[src/rtl/conv_stream_ctrl.sv]
// ---------------------------------------------------------------------------
// conv_stream_ctrl
// ---------------------------------------------------------------------------
// Control sequencer for a strided (stride == KERNEL_DIM) convolution engine.
// A frame starts with a weight load of WLEN bytes. Then, for each output row,
// one band of KERNEL_DIM image lines (BAND bytes) streams into the band
// buffer, and OUT_DIM results are emitted, one per output column. The
// datapath itself lives outside this block. This block only produces
// addresses, write strobes and handshakes.
//
// Ports:
//   i_clk, i_rst              clock, synchronous active-high reset
//   i_start, i_abort          begin a frame / cancel the running frame
//   i_w_valid, o_w_ready      weight byte handshake
//   o_w_we, o_w_addr          weight store write strobe and index
//   i_src_valid, o_src_ready  pixel byte handshake
//   o_buf_we, o_buf_addr      band buffer write strobe and address
//   o_blk_addr                output column (datapath window select)
//   o_res_valid, i_res_ready  result handshake
//   o_res_row                 output row of the current result
//   o_busy, o_done            frame active / one-cycle frame-complete pulse
// ---------------------------------------------------------------------------
module conv_stream_ctrl #(
    parameter int IMG_DIM    = 4,
    parameter int IMG_CH     = 3,
    parameter int KERNEL_DIM = 2
) (
    input  logic       i_clk,
    input  logic       i_rst,
    input  logic       i_start,
    input  logic       i_abort,
    input  logic       i_w_valid,
    output logic       o_w_ready,
    output logic       o_w_we,
    output logic [7:0] o_w_addr,
    input  logic       i_src_valid,
    output logic       o_src_ready,
    output logic       o_buf_we,
    output logic [7:0] o_buf_addr,
    output logic [7:0] o_blk_addr,
    output logic       o_res_valid,
    input  logic       i_res_ready,
    output logic [7:0] o_res_row,
    output logic       o_busy,
    output logic       o_done
);

    localparam int OUT_DIM = IMG_DIM / KERNEL_DIM;
    localparam int BAND    = IMG_DIM * IMG_CH * KERNEL_DIM;
    localparam int WLEN    = KERNEL_DIM * KERNEL_DIM * IMG_CH;

    localparam logic [7:0] WLEN_LAST = 8'(WLEN - 1);
    localparam logic [7:0] BAND_LAST = 8'(BAND - 1);
    localparam logic [7:0] OUT_LAST  = 8'(OUT_DIM - 1);

    // The counters are 8 bits wide. Any geometry that does not fit them, or
    // that does not tile evenly, is rejected when the design is elaborated.
    generate
        if ((IMG_DIM % KERNEL_DIM) != 0 || BAND > 256 || WLEN > 256) begin : g_badParams
            $error("conv_stream_ctrl: unsupported IMG_DIM/IMG_CH/KERNEL_DIM combination");
        end
    endgenerate

    typedef enum logic [2:0] {
        IDLE,
        LOAD_W,
        STREAM,
        EMIT,
        DONE
    } state_t;

    state_t     r_state;
    logic [7:0] r_wCnt;
    logic [7:0] r_bandCnt;
    logic [7:0] r_col;
    logic [7:0] r_row;

    state_t     w_nextState;
    logic [7:0] w_nextWCnt;
    logic [7:0] w_nextBandCnt;
    logic [7:0] w_nextCol;
    logic [7:0] w_nextRow;
    logic       w_wReady;
    logic       w_srcReady;
    logic       w_resValid;
    logic       w_done;

    // State and counter registers.
    always_ff @(posedge i_clk) begin
        if (i_rst) begin
            r_state   <= IDLE;
            r_wCnt    <= '0;
            r_bandCnt <= '0;
            r_col     <= '0;
            r_row     <= '0;
        end else begin
            r_state   <= w_nextState;
            r_wCnt    <= w_nextWCnt;
            r_bandCnt <= w_nextBandCnt;
            r_col     <= w_nextCol;
            r_row     <= w_nextRow;
        end
    end

    // Next-state and counter logic. Each counter wraps to zero on its
    // terminal transfer, so every counter reads 0 whenever the block is
    // idle. Abort takes effect last, so it overrides anything the current
    // state would otherwise do.
    always_comb begin
        w_nextState   = r_state;
        w_nextWCnt    = r_wCnt;
        w_nextBandCnt = r_bandCnt;
        w_nextCol     = r_col;
        w_nextRow     = r_row;
        w_wReady      = 1'b0;
        w_srcReady    = 1'b0;
        w_resValid    = 1'b0;
        w_done        = 1'b0;

        case (r_state)
            IDLE: begin
                if (i_start && !i_abort) begin
                    w_nextState   = LOAD_W;
                    w_nextWCnt    = '0;
                    w_nextBandCnt = '0;
                    w_nextCol     = '0;
                    w_nextRow     = '0;
                end
            end
            LOAD_W: begin
                w_wReady = 1'b1;
                if (i_w_valid) begin
                    if (r_wCnt == WLEN_LAST) begin
                        w_nextWCnt  = '0;
                        w_nextState = STREAM;
                    end else begin
                        w_nextWCnt = r_wCnt + 8'd1;
                    end
                end
            end
            STREAM: begin
                w_srcReady = 1'b1;
                if (i_src_valid) begin
                    if (r_bandCnt == BAND_LAST) begin
                        w_nextBandCnt = '0;
                        w_nextState   = EMIT;
                    end else begin
                        w_nextBandCnt = r_bandCnt + 8'd1;
                    end
                end
            end
            EMIT: begin
                // src_ready stays low here, so the band cannot be
                // overwritten while the datapath is still reading it.
                w_resValid = 1'b1;
                if (i_res_ready) begin
                    if (r_col < OUT_LAST) begin
                        w_nextCol = r_col + 8'd1;
                    end else begin
                        w_nextCol = '0;
                        if (r_row < OUT_LAST) begin
                            w_nextRow   = r_row + 8'd1;
                            w_nextState = STREAM;
                        end else begin
                            w_nextRow   = '0;
                            w_nextState = DONE;
                        end
                    end
                end
            end
            DONE: begin
                w_done      = 1'b1;
                w_nextState = IDLE;
            end
            default: begin
                w_nextState = IDLE;
            end
        endcase

        if (i_abort && r_state != IDLE) begin
            w_nextState   = IDLE;
            w_nextWCnt    = '0;
            w_nextBandCnt = '0;
            w_nextCol     = '0;
            w_nextRow     = '0;
        end
    end

    // The write strobes and the done pulse are masked by abort. A cancelled
    // frame therefore never commits a byte and never reports completion.
    assign o_w_ready   = w_wReady;
    assign o_w_we      = w_wReady && i_w_valid && !i_abort;
    assign o_w_addr    = r_wCnt;
    assign o_src_ready = w_srcReady;
    assign o_buf_we    = w_srcReady && i_src_valid && !i_abort;
    assign o_buf_addr  = r_bandCnt;
    assign o_blk_addr  = r_col;
    assign o_res_valid = w_resValid;
    assign o_res_row   = r_row;
    assign o_busy      = (r_state != IDLE);
    assign o_done      = w_done && !i_abort;

endmodule

[config.mk]
export PLATFORM = sky130hd
export DESIGN_NAME = conv_stream_ctrl
export DESIGN_NICKNAME = d
export VERILOG_FILES = /design/src/rtl/conv_stream_ctrl.sv
export SDC_FILE = /design/constraint.sdc
export NUM_CORES = 1
export LEC_CHECK = 0
export ABC_AREA = 0
export CORE_AREA = 4 4 124 67
export CTS_CLUSTER_SIZE = 28
export DETAILED_ROUTE_END_ITERATION = 8
export DIE_AREA = 0 0 128 71
export PLACE_DENSITY = 0.48
export SETUP_SLACK_MARGIN = 0.5
export SLEW_MARGIN = 20
export SYNTH_ARGS = -nofsm -noshare
export SYNTH_HDL_FRONTEND = slang
export SYNTH_SLANG_ARGS = --single-unit
[constraint.sdc]
create_clock -name i_clk -period 2.15 [get_ports i_clk]
set_clock_uncertainty 0.2 [all_clocks]
set_input_delay 0.3225 -clock i_clk [delete_from_list [all_inputs] [get_ports i_clk]]
set_output_delay 0.3225 -clock i_clk [all_outputs]
set_load 0.05 [all_outputs]
[Word-level counts from Yosys, hierarchy flattened]
Index checks and enable logic that the tools add are counted.
Word-level totals
  bits in latches: 0
  bits of input ports: 7
  memories: 0
  memory bits (writable): 0
  bits in registers: 35
  word-level logic and storage cells: 70
  bits in read-only memories: 0
Operators by class
  order comparisons: 2
  equal/unequal tests: 13
  multiply operators: 0
  shifts and indexed selects: 0
  divide/modulo/power cells: 0
  mux-type cells: 27
  add/subtract/negate cells: 4
  reduce and logical (&&, ||, !) cells: 19
  bitwise gates (word level): 0
Operators with widths (number)
  two-way mux 8 bit: 10
  one-hot mux 8 bit (2 select lines): 4
  adder 8 x 1 -> 8 bit (second input constant): 4
  two-way mux 3 bit: 8
  < comparator 8 x 1 -> 1 bit (second input constant): 2
  inequality test 2 bit (second input constant): 7
  one-hot mux 3 bit (4 select lines): 1
  AND reduction 3 bit: 3
  == test 8 x 4 -> 1 bit (second input constant): 1
  == test 8 x 5 -> 1 bit (second input constant): 1
  logical AND 1 bit: 7
  AND reduction 7 bit: 1
  == test 3 x 2 -> 1 bit (second input constant): 2
  nonzero test 2 bit: 3
  two-way mux 1 bit: 4
  AND reduction 4 bit: 1
  == test 3 x 1 -> 1 bit (second input constant): 1
  == test 3 bit (second input constant): 1
  zero test 3 bit: 1
  nonzero test 3 bit: 1
  OR reduction 2 bit: 1
  zero test 1 bit: 1

[Depth between registers and ports, before layout]
Gate-level depths: netlist of run 1.
  depth in word-level cells: 5
  mapped depth: 8

[Worst setup path after synthesis of run 1]
Ideal clock, no wire load.
  kind: flip-flop to output port
  from: reg r_state[1]
  to: out o_buf_we
  stages on the path, launching flop included: 4
  buffers on the path: 1
  path slack: -0.843 ns
  arrival: 2.470 ns
  cells stage by stage: dfxtp_1 -> buf_2 -> nor3b_1 -> and3b_1
Between the ends
  longest elaborated chain between the ends: 4
Ends and longest elaborated chain
  start: declaration: RTL line 72  | state_t r_state;
  start signal: assignment: RTL line 97  | r_state <= w_nextState;
  == test 3 x 2 -> 1 bit: RTL line 120  | case (r_state)
  two-way mux 1 bit: RTL line 120
  named net o_src_ready: RTL line 37  | output logic o_src_ready,
  logical AND 1 bit (2 in a row): RTL line 195  | assign o_buf_we = w_srcReady && i_src_valid && !i_abort;
  end: declaration: RTL line 38  | output logic o_buf_we,
The timed path passes the listed nets, and every way through them passes these cells.

==> results.txt, run 1 <==
----------------------------------------------------
[Hold path]
  Worst hold-check path type ... reg -> reg
  Hold path depth ... 2
  Hold Startpoint ... o_res_row[1]$_SDFFE_PP0P_

[Final layout]
  Total number of nets in the final design ... 328
  Fin area ... 0.00339 mm^2
  Most common cell after layout, fill and taps aside ... buf_4
  Area added between synthesis and finish ... 93.3%
  Count of inserted antenna diode cells ... 0
  Most used cells in the layout excluding fill and tap cells ... 40 x buf_4, 24 x nor2_1, 24 x buf_6
  Share of cells above drive strength 1 ... 0.563

[Clock network]
  Clock Pin Slew Worst Setup and Hold Paths ... 60 ps
  Max Buffers Root-to-Sink ... 2
  CTS tree ... built
  CTS buffer count ... 5
  Max H-tree Level ... 2
  CTS Sinks ... 35
  Clock insertion delay at the later pin of the skew report ... 280 ps
  Clock Root Buffer ... clkbuf_16

[Critical path]
  CP Cell Sequence ... or3_1 -> o41a_1 -> nand4b_1 -> buf_4 -> o21ai_4 -> nor2_1
  Worst-path maximum fanout ... 4
  Startpoint of the worst-slack reg-to-reg timing path ... o_w_addr[4]$_SDFFE_PP0P_
  Largest incremental delay on the critical path ... 380 ps
  Type of the setup path with the least slack ... reg -> reg
  Worst EP arrival ... between 2000 and 2500 ps
  Critical Path Source ... o_w_addr[4]$_SDFFE_PP0P_
  CP Data Required Time ... 2120 ps
  Max stage delay cell, worst path ... o41a_1
  Critical Path Start Type ... register
  Crit path capture type ... register
  Worst reg-to-reg path cell count ... 6

[Pwr]
  Internal cell power ... ~1800 uW
  Static leakage ... around 0.0013 uW
  Register share of total power ... 0.258
  Maximum vdd ir drop ... 330 uV
  Sw frac ... 0.345
  Clock network power share ... 0.271
  Power per cell area ... 825 mW/mm^2
  Part of the total power dissipated in combinational logic ... 0.471
  Net switching component of the power ... 966 uW

[Yosys]
  Number of distinct standard cells referenced by the synthesized netlist ... 45
  Post-synthesis instance area ... 0.00175 mm^2
  Synthesized flop and latch total ... 35
  Share of synthesized area spent on multiplexers ... 0.0114
  Post-synthesis average cell area ... roughly 8.4 um^2
  Sequential area share after synthesis ... 0.399
  Net count after synthesis ... 221
  Async set or reset register ratio after synthesis ... 0
  Most used flip-flop cell after synthesis ... dfxtp_1
  Combinational family with the most area after synthesis ... simple AND/OR/NAND/NOR gates
  Post-synth EDFFs ... 0
  Synthesized instance count ... between 200 and 250
  Xor and xnor fraction of the mapped netlist area ... 0.0649
  Total of warnings raised by yosys ... 0
  Post-synthesis compound-gate area fraction ... 0.138
  Adder-cell share of the synthesized area ... 0.0428
  Simple-gate share of the synthesized area ... 0.318

[Outcome]
  Outcome ... complete, no violations

[Floorplanning]
  Ports ... between 40 and 50
  Die area ... 0.00909 mm^2
  Core area ... 0.00716 mm^2
  Number of cell rows ... 22
  Initial standard-cell utilization of the core ... 0.245
  Die boundary height ... between 70 and 80 um
  Die width ... 128 um

[Timing]
  Hold slack final ... around 280 ps
  Number of max-slew violations in the final report ... 0
  Final Critical Period ... roughly 2000 ps
  Final Hold Viols ... 0
  Relative slew slack ... 0.684
  Unrepaired setup endpoints after global routing ... yes
  Max Clk Rate ... 488 MHz
  Portion of the clock cycle consumed by the worst path in the final layout ... 0.954
  Final setup fails ... 0
  Transition at the pin with the smallest max-transition slack ... 470 ps

[Placed design]
  Post-DP Area ... roughly 0.0028 mm^2
  Count of port buffers added during placement ... 45
  Weighted congestion at the end of routability-driven global placement ... 0.730
  HPWL after detailed placement ... 4030 um

[GRT]
  Number of global-route vias before repair ... between 1500 and 2000
  Grt total ovfl ... 0
  Largest net degree at the start of global routing ... 11
  Total GRT Usage ... 0.124
  Wire length of the first global-routing pass ... ~9000 um
  Initial antenna violation count ... 0

[Detailed routing]
  Via count of the routed design ... 1872
  Post-route DRC violation count ... 0
  Count of antenna-violating nets left after detailed routing ... 0
  Sum of routed wire length over all layers ... around 5700 um
  Routed len/inst ... ~14 um
  Per-cell via count in the routed design ... about 4.5
  Number of optimization iterations in the first detailed-route pass ... 4
  Initial DRC Count ... 106

[Run]
  Max-capacitance violation count ... 0

----------------------------------------------------
==> final timing paths <==
check | endpoint | slack, ps
setup reg to reg | o_buf_addr[6]$_SDFFE_PP0P_ | 100
setup / recovery | o_buf_addr[6]$_SDFFE_PP0P_ | 100
hold reg to reg | o_res_row[1]$_SDFFE_PP0P_ | 280
hold / removal | o_res_row[1]$_SDFFE_PP0P_ | 280
==> per-layer routing <==
layer  up-vias  share of wire  track usage
li1        952              -            -
met1       884           0.53        0.189
met2        32           0.41        0.166
met3         4          0.048       0.0422
met4         0         0.0079       0.0259
met5         -              0            0
==> worst max-delay path: cells and delay by family (launching register included) <==
kind	cells	cell delay, ps
AO/OA/AOI/OAI	2	550
AND/OR/NAND/NOR	3	680
flip-flops	1	340
buffers and inverters	1	180
==> repair_timing <==
item | CTS | global route
pin swaps | 28 | 14
hold buffers | 0 | 0
hold endpoints to repair | 0 | 0
setup buffers | 14 | 6
resized for setup | 132 | 46
endpoints found under the setup margin | 70 | 49
==> state kept, by name (all words and copies together), names as in the netlist <==
signal      count
r_state         3
o_w_addr        8
o_buf_addr      8
o_blk_addr      8
o_res_row       8
==> cell families (layout without fill, tap and decap cells) <==
group | Yosys count | in the layout
and+or+nand+nor | 103 | 103
muxes | 2 | 2
buffers and inverters | 11 | 119
adders and majority gates | 6 | 6
xor gates and xnor gates | 13 | 13
DFF | 35 | 35
AOI/OAI and AO/OA | 38 | 38
==> stage by stage <==
stage / cells / total power (uW) / utilization / setup TNS [ps] / worst slack (ps)
4_1_cts: 406 / 2660 / 0.451 / 0 / 135
3_5_place_dp: 384 / 1710 / 0.392 / -7150 / -313
5_1_grt: 412 / 2940 / 0.474 / 0 / 19.8
3_3_place_gp: 384 / 1720 / 0.392 / -6970 / -299
6_report: 412 / 2800 / 0.474 / 0 / 98.8
2_1_floorplan: 208 / 1290 / - / 0 / 122
==> power groups by stage <==
| stage | clock [uW] | sequential, uW | combinational [uW] |
|---|---|---|---|
| after floorplan | 0 | 793 | 498 |
| after global placement | 0 | 730 | 988 |
| after detailed placement | 0 | 728 | 986 |
| after CTS | 773 | 720 | 1170 |
| after global routing | 806 | 728 | 1400 |
| final | 758 | 723 | 1320 |
==> synthesized netlist by cell type, types with 2 or more instances <==
library cell | number | area, um^2
mux2i_1 | 2 | 20.0
o21ai_1 | 3 | 15.0
and4_1 | 2 | 17.5
xor2_1 | 8 | 70.1
xnor2_1 | 5 | 43.8
inv_1 | 6 | 22.5
dfxtp_1 | 35 | 701
nor3_1 | 4 | 20.0
nand2_1 | 16 | 60.1
o21a_1 | 2 | 15.0
nand4b_1 | 2 | 17.5
nand4_1 | 6 | 37.5
nor2_1 | 32 | 120
a31oi_1 | 2 | 12.5
or3_1 | 5 | 31.3
nor3b_1 | 3 | 22.5
nand3_1 | 9 | 45.0
and3_1 | 5 | 31.3
a21oi_1 | 15 | 75.1
and3b_1 | 2 | 17.5
o21ai_0 | 7 | 35.0
buf_2 | 2 | 10.0
ha_1 | 6 | 75.1
nor4b_1 | 4 | 35.0
nor2b_1 | 2 | 12.5
clkbuf_1 | 3 | 11.3
nor4_1 | 2 | 12.5
==> layout make-up <==
type	instances	area [um^2]
Clock buffer	8	156
Fill cell	706	3770
Inverter	6	26.3
Multi-Input combinational cell	162	1300
Sequential cell	35	747
Tap cell	96	120
Timing Repair Buffer	105	1040
No activity file was read; power rests on OpenSTA's default activity.
==> inputs of run 2 (changes only) <==
--- a/config.mk
+++ b/config.mk
@@ -6,10 +6,10 @@
 export NUM_CORES = 1
 export LEC_CHECK = 0
 export ABC_AREA = 0
-export CORE_AREA = 4 4 124 67
+export CORE_AREA = 8 8 128 71
 export CTS_CLUSTER_SIZE = 28
 export DETAILED_ROUTE_END_ITERATION = 8
-export DIE_AREA = 0 0 128 71
+export DIE_AREA = 0 0 136 79
 export PLACE_DENSITY = 0.48
 export SETUP_SLACK_MARGIN = 0.5
 export SLEW_MARGIN = 20
==> run 2 against run 1 <==
Die area increased by 18%. Clock-buffer cell count down 1. First-iteration DRC count down 22%. Sequential power up 0.7%. Critical endpoint unchanged. Highest routed layer unchanged. Largest power group unchanged. Worst setup slack better by 45 ps. Via count is 0.91% lower. Routed wire length up 2.4%. Maximum frequency increased by 2.2%.
==> results.txt, run 2 (synthesis gave the netlist of run 1 again) <==
----------------------------------------------------
[Outcome]
  Outcome ... complete, no violations

[Timing]
  Final WS setup ... ~140 ps
  Portion of the clock cycle consumed by the worst path in the final layout ... 0.933
  Unrepaired setup endpoints after global routing ... yes
  Final setup fails ... 0
  Relative slew slack ... 0.724
  Number of max-slew violations in the final report ... 0
  Transition at the pin with the smallest max-transition slack ... 411 ps
  Final Hold Viols ... 0
  Max Clk Rate ... 498 MHz
  Final Critical Period ... 2010 ps

[Final layout]
  Share of cells above drive strength 1 ... 0.590
  Most common cell after layout, fill and taps aside ... buf_4
  Count of inserted antenna diode cells ... 0
  Util after Layout ... 0.454
  Total number of nets in the final design ... between 300 and 400
  Most used cells in the layout excluding fill and tap cells ... 45 x buf_4, 21 x nor2_1, 19 x clkdlybuf4s15_2, 19 x buf_6, 16 x dfxtp_1
  Area added between synthesis and finish ... 93.4%

[Critical path]
  Worst-case register-to-register setup slack ... about 140 ps
  Critical Path Start Type ... register
  Crit path capture type ... register
  Cell family contributing the most delay on the critical path ... simple AND/OR/NAND/NOR gates
  Max stage delay cell, worst path ... or3_1
  Largest incremental delay on the critical path ... 370 ps
  Worst EP arrival ... between 1500 and 2000 ps
  End of the worst register-to-register path ... o_buf_addr[6]$_SDFFE_PP0P_
  Worst reg-to-reg path cell count ... 6
  Buf/Inv on CP ... 1
  Type of the setup path with the least slack ... reg -> reg
  Startpoint of the worst-slack reg-to-reg timing path ... o_w_addr[4]$_SDFFE_PP0P_
  Worst-path maximum fanout ... 6
  CP Cell Sequence ... or3_1 -> o41a_1 -> nand4b_1 -> buf_6 -> o21ai_4 -> nor2_1
  CP Data Required Time ... 2120 ps

[Clock network]
  CTS Sinks ... 35
  Clock Root Buffer ... clkbuf_16
  Clock Pin Slew Worst Setup and Hold Paths ... around 60 ps
  Clock insertion delay at the later pin of the skew report ... 280 ps
  Max Buffers Root-to-Sink ... 2
  CTS tree ... built
  CTS buffer count ... 5
  Count of hold-fix buffers inserted at cts ... 0
  Max H-tree Level ... 2

[Hold path]
  Endpoint, Worst Hold ... o_w_addr[1]$_SDFFE_PP0P_
  Hold Startpoint ... o_w_addr[1]$_SDFFE_PP0P_
  Worst hold-check path type ... reg -> reg
  Hold path depth ... 2

[GRT]
  Wire length of the first global-routing pass ... 9470 um
  Total GRT Usage ... 0.111
  Number of global-route vias before repair ... ~1900
  Grt total ovfl ... 0
  Largest net degree at the start of global routing ... 12
  Initial antenna violation count ... 0

[Placed design]
  HPWL after detailed placement ... 4230 um
  Count of port buffers added during placement ... 45
  Weighted congestion at the end of routability-driven global placement ... approximately 0.74
  Dpl ws ... -308 ps

[Detailed routing]
  Via count of the routed design ... 1855
  Initial DRC Count ... 83
  Number of optimization iterations in the first detailed-route pass ... 4
  Routed len/inst ... around 14 um
  Count of antenna-violating nets left after detailed routing ... 0
  Per-cell via count in the routed design ... 4.50
  Sum of routed wire length over all layers ... slightly below 6000 um
  Post-route DRC violation count ... 0

[Pwr]
  Pwr Total ... around 2800 uW
  Maximum vdd ir drop ... 376 uV
  Static leakage ... about 0.0013 uW
  Power per cell area ... 820 mW/mm^2

[Run]
  Max-capacitance violation count ... 0

[Floorplanning]
  Core area ... 0.00748 mm^2
  Die area ... 0.0107 mm^2
  Ports ... 46
  Die width ... 136 um
  Number of cell rows ... 23
  Die boundary height ... 79 um
  Initial standard-cell utilization of the core ... 0.234

----------------------------------------------------
-- run 2: changes by cell type in the layout (fill, tap and decap cells not counted), moves of 2 or more --
| cell | previous run | this run |
|---|---|---|
| nor2_2 | 6 | 9 |
| nor2_1 | 24 | 21 |
| buf_4 | 40 | 45 |
| nand3_2 | 1 | 3 |
| and4_1 | 2 | 0 |
| clkdlybuf4s18_2 | 2 | 0 |
| buf_6 | 24 | 19 |
| buf_2 | 7 | 4 |
| and4_4 | 0 | 2 |
-- run 2: per-layer routing --
metal / vias up / track usage / part of all wire
li1: 953 / - / -
met1: 863 / 0.161 / 0.55
met2: 33 / 0.147 / 0.39
met3: 6 / 0.0422 / 0.056
met4: 0 / 0.0261 / 0.0079
met5: - / 0 / 0
-- run 2: power breakdown --
| group | leakage (uW) | switching, uW | internal (uW) |
|---|---|---|---|
| sequential | 0.000294 | 44.9 | 684 |
| clock | 0.0000739 | 273 | 459 |
| combinational | 0.000942 | 668 | 655 |
-- run 2: through the flow --
step / cell area (um^2) / cells / setup TNS (ps) / hold slack, ps
after floorplan: 1920 / 208 / 0 / 307
after global placement: 2780 / 384 / -7680 / 279
after detailed placement: 2780 / 384 / -8370 / 279
after CTS: 3230 / 406 / 0 / 295
after global routing: 3390 / 412 / 0 / 326
final: 3390 / 412 / 0 / 303
-- run 2: tightest hold or removal path: stages (launching register included) --
cell     delay, ps
dfxtp_4        350
nand2_1         70
a21oi_2         40
-- run 2: repair_timing --
action | in CTS | in global routing
setup endpoints to repair | 65 | 46
setup buffers | 14 | 6
pin swaps | 32 | 11
resized for setup | 116 | 42
-- run 2: final cells by class --
cell class	count	area [um^2]
clock inverters	1	5.00
fillers	732	4090
well taps	100	125
clock buffers	7	143
inverters	6	26.3
multi-input cells	162	1340
flip-flops and latches	35	747
repair buffers	101	1000
-- run 2: how the worst max path moves through the flow --
stage | startpoint | end | slack [ps] | cells past startpoint
3_5_place_dp | i_start | o_res_row[6]$_SDFFE_PP0P_ | -310 | 8
3_3_place_gp | i_start | o_buf_addr[6]$_SDFFE_PP0P_ | -280 | 7
5_1_grt | o_w_addr[4]$_SDFFE_PP0P_ | o_buf_addr[6]$_SDFFE_PP0P_ | 100 | 6
4_1_cts | o_w_addr[4]$_SDFFE_PP0P_ | o_buf_addr[6]$_SDFFE_PP0P_ | 140 | 6
6_report | o_w_addr[4]$_SDFFE_PP0P_ | o_buf_addr[6]$_SDFFE_PP0P_ | 140 | 6
2_1_floorplan | r_state[2]$_SDFFE_PP0P_ | r_state[0]$_SDFFE_PP0P_ | 120 | 6
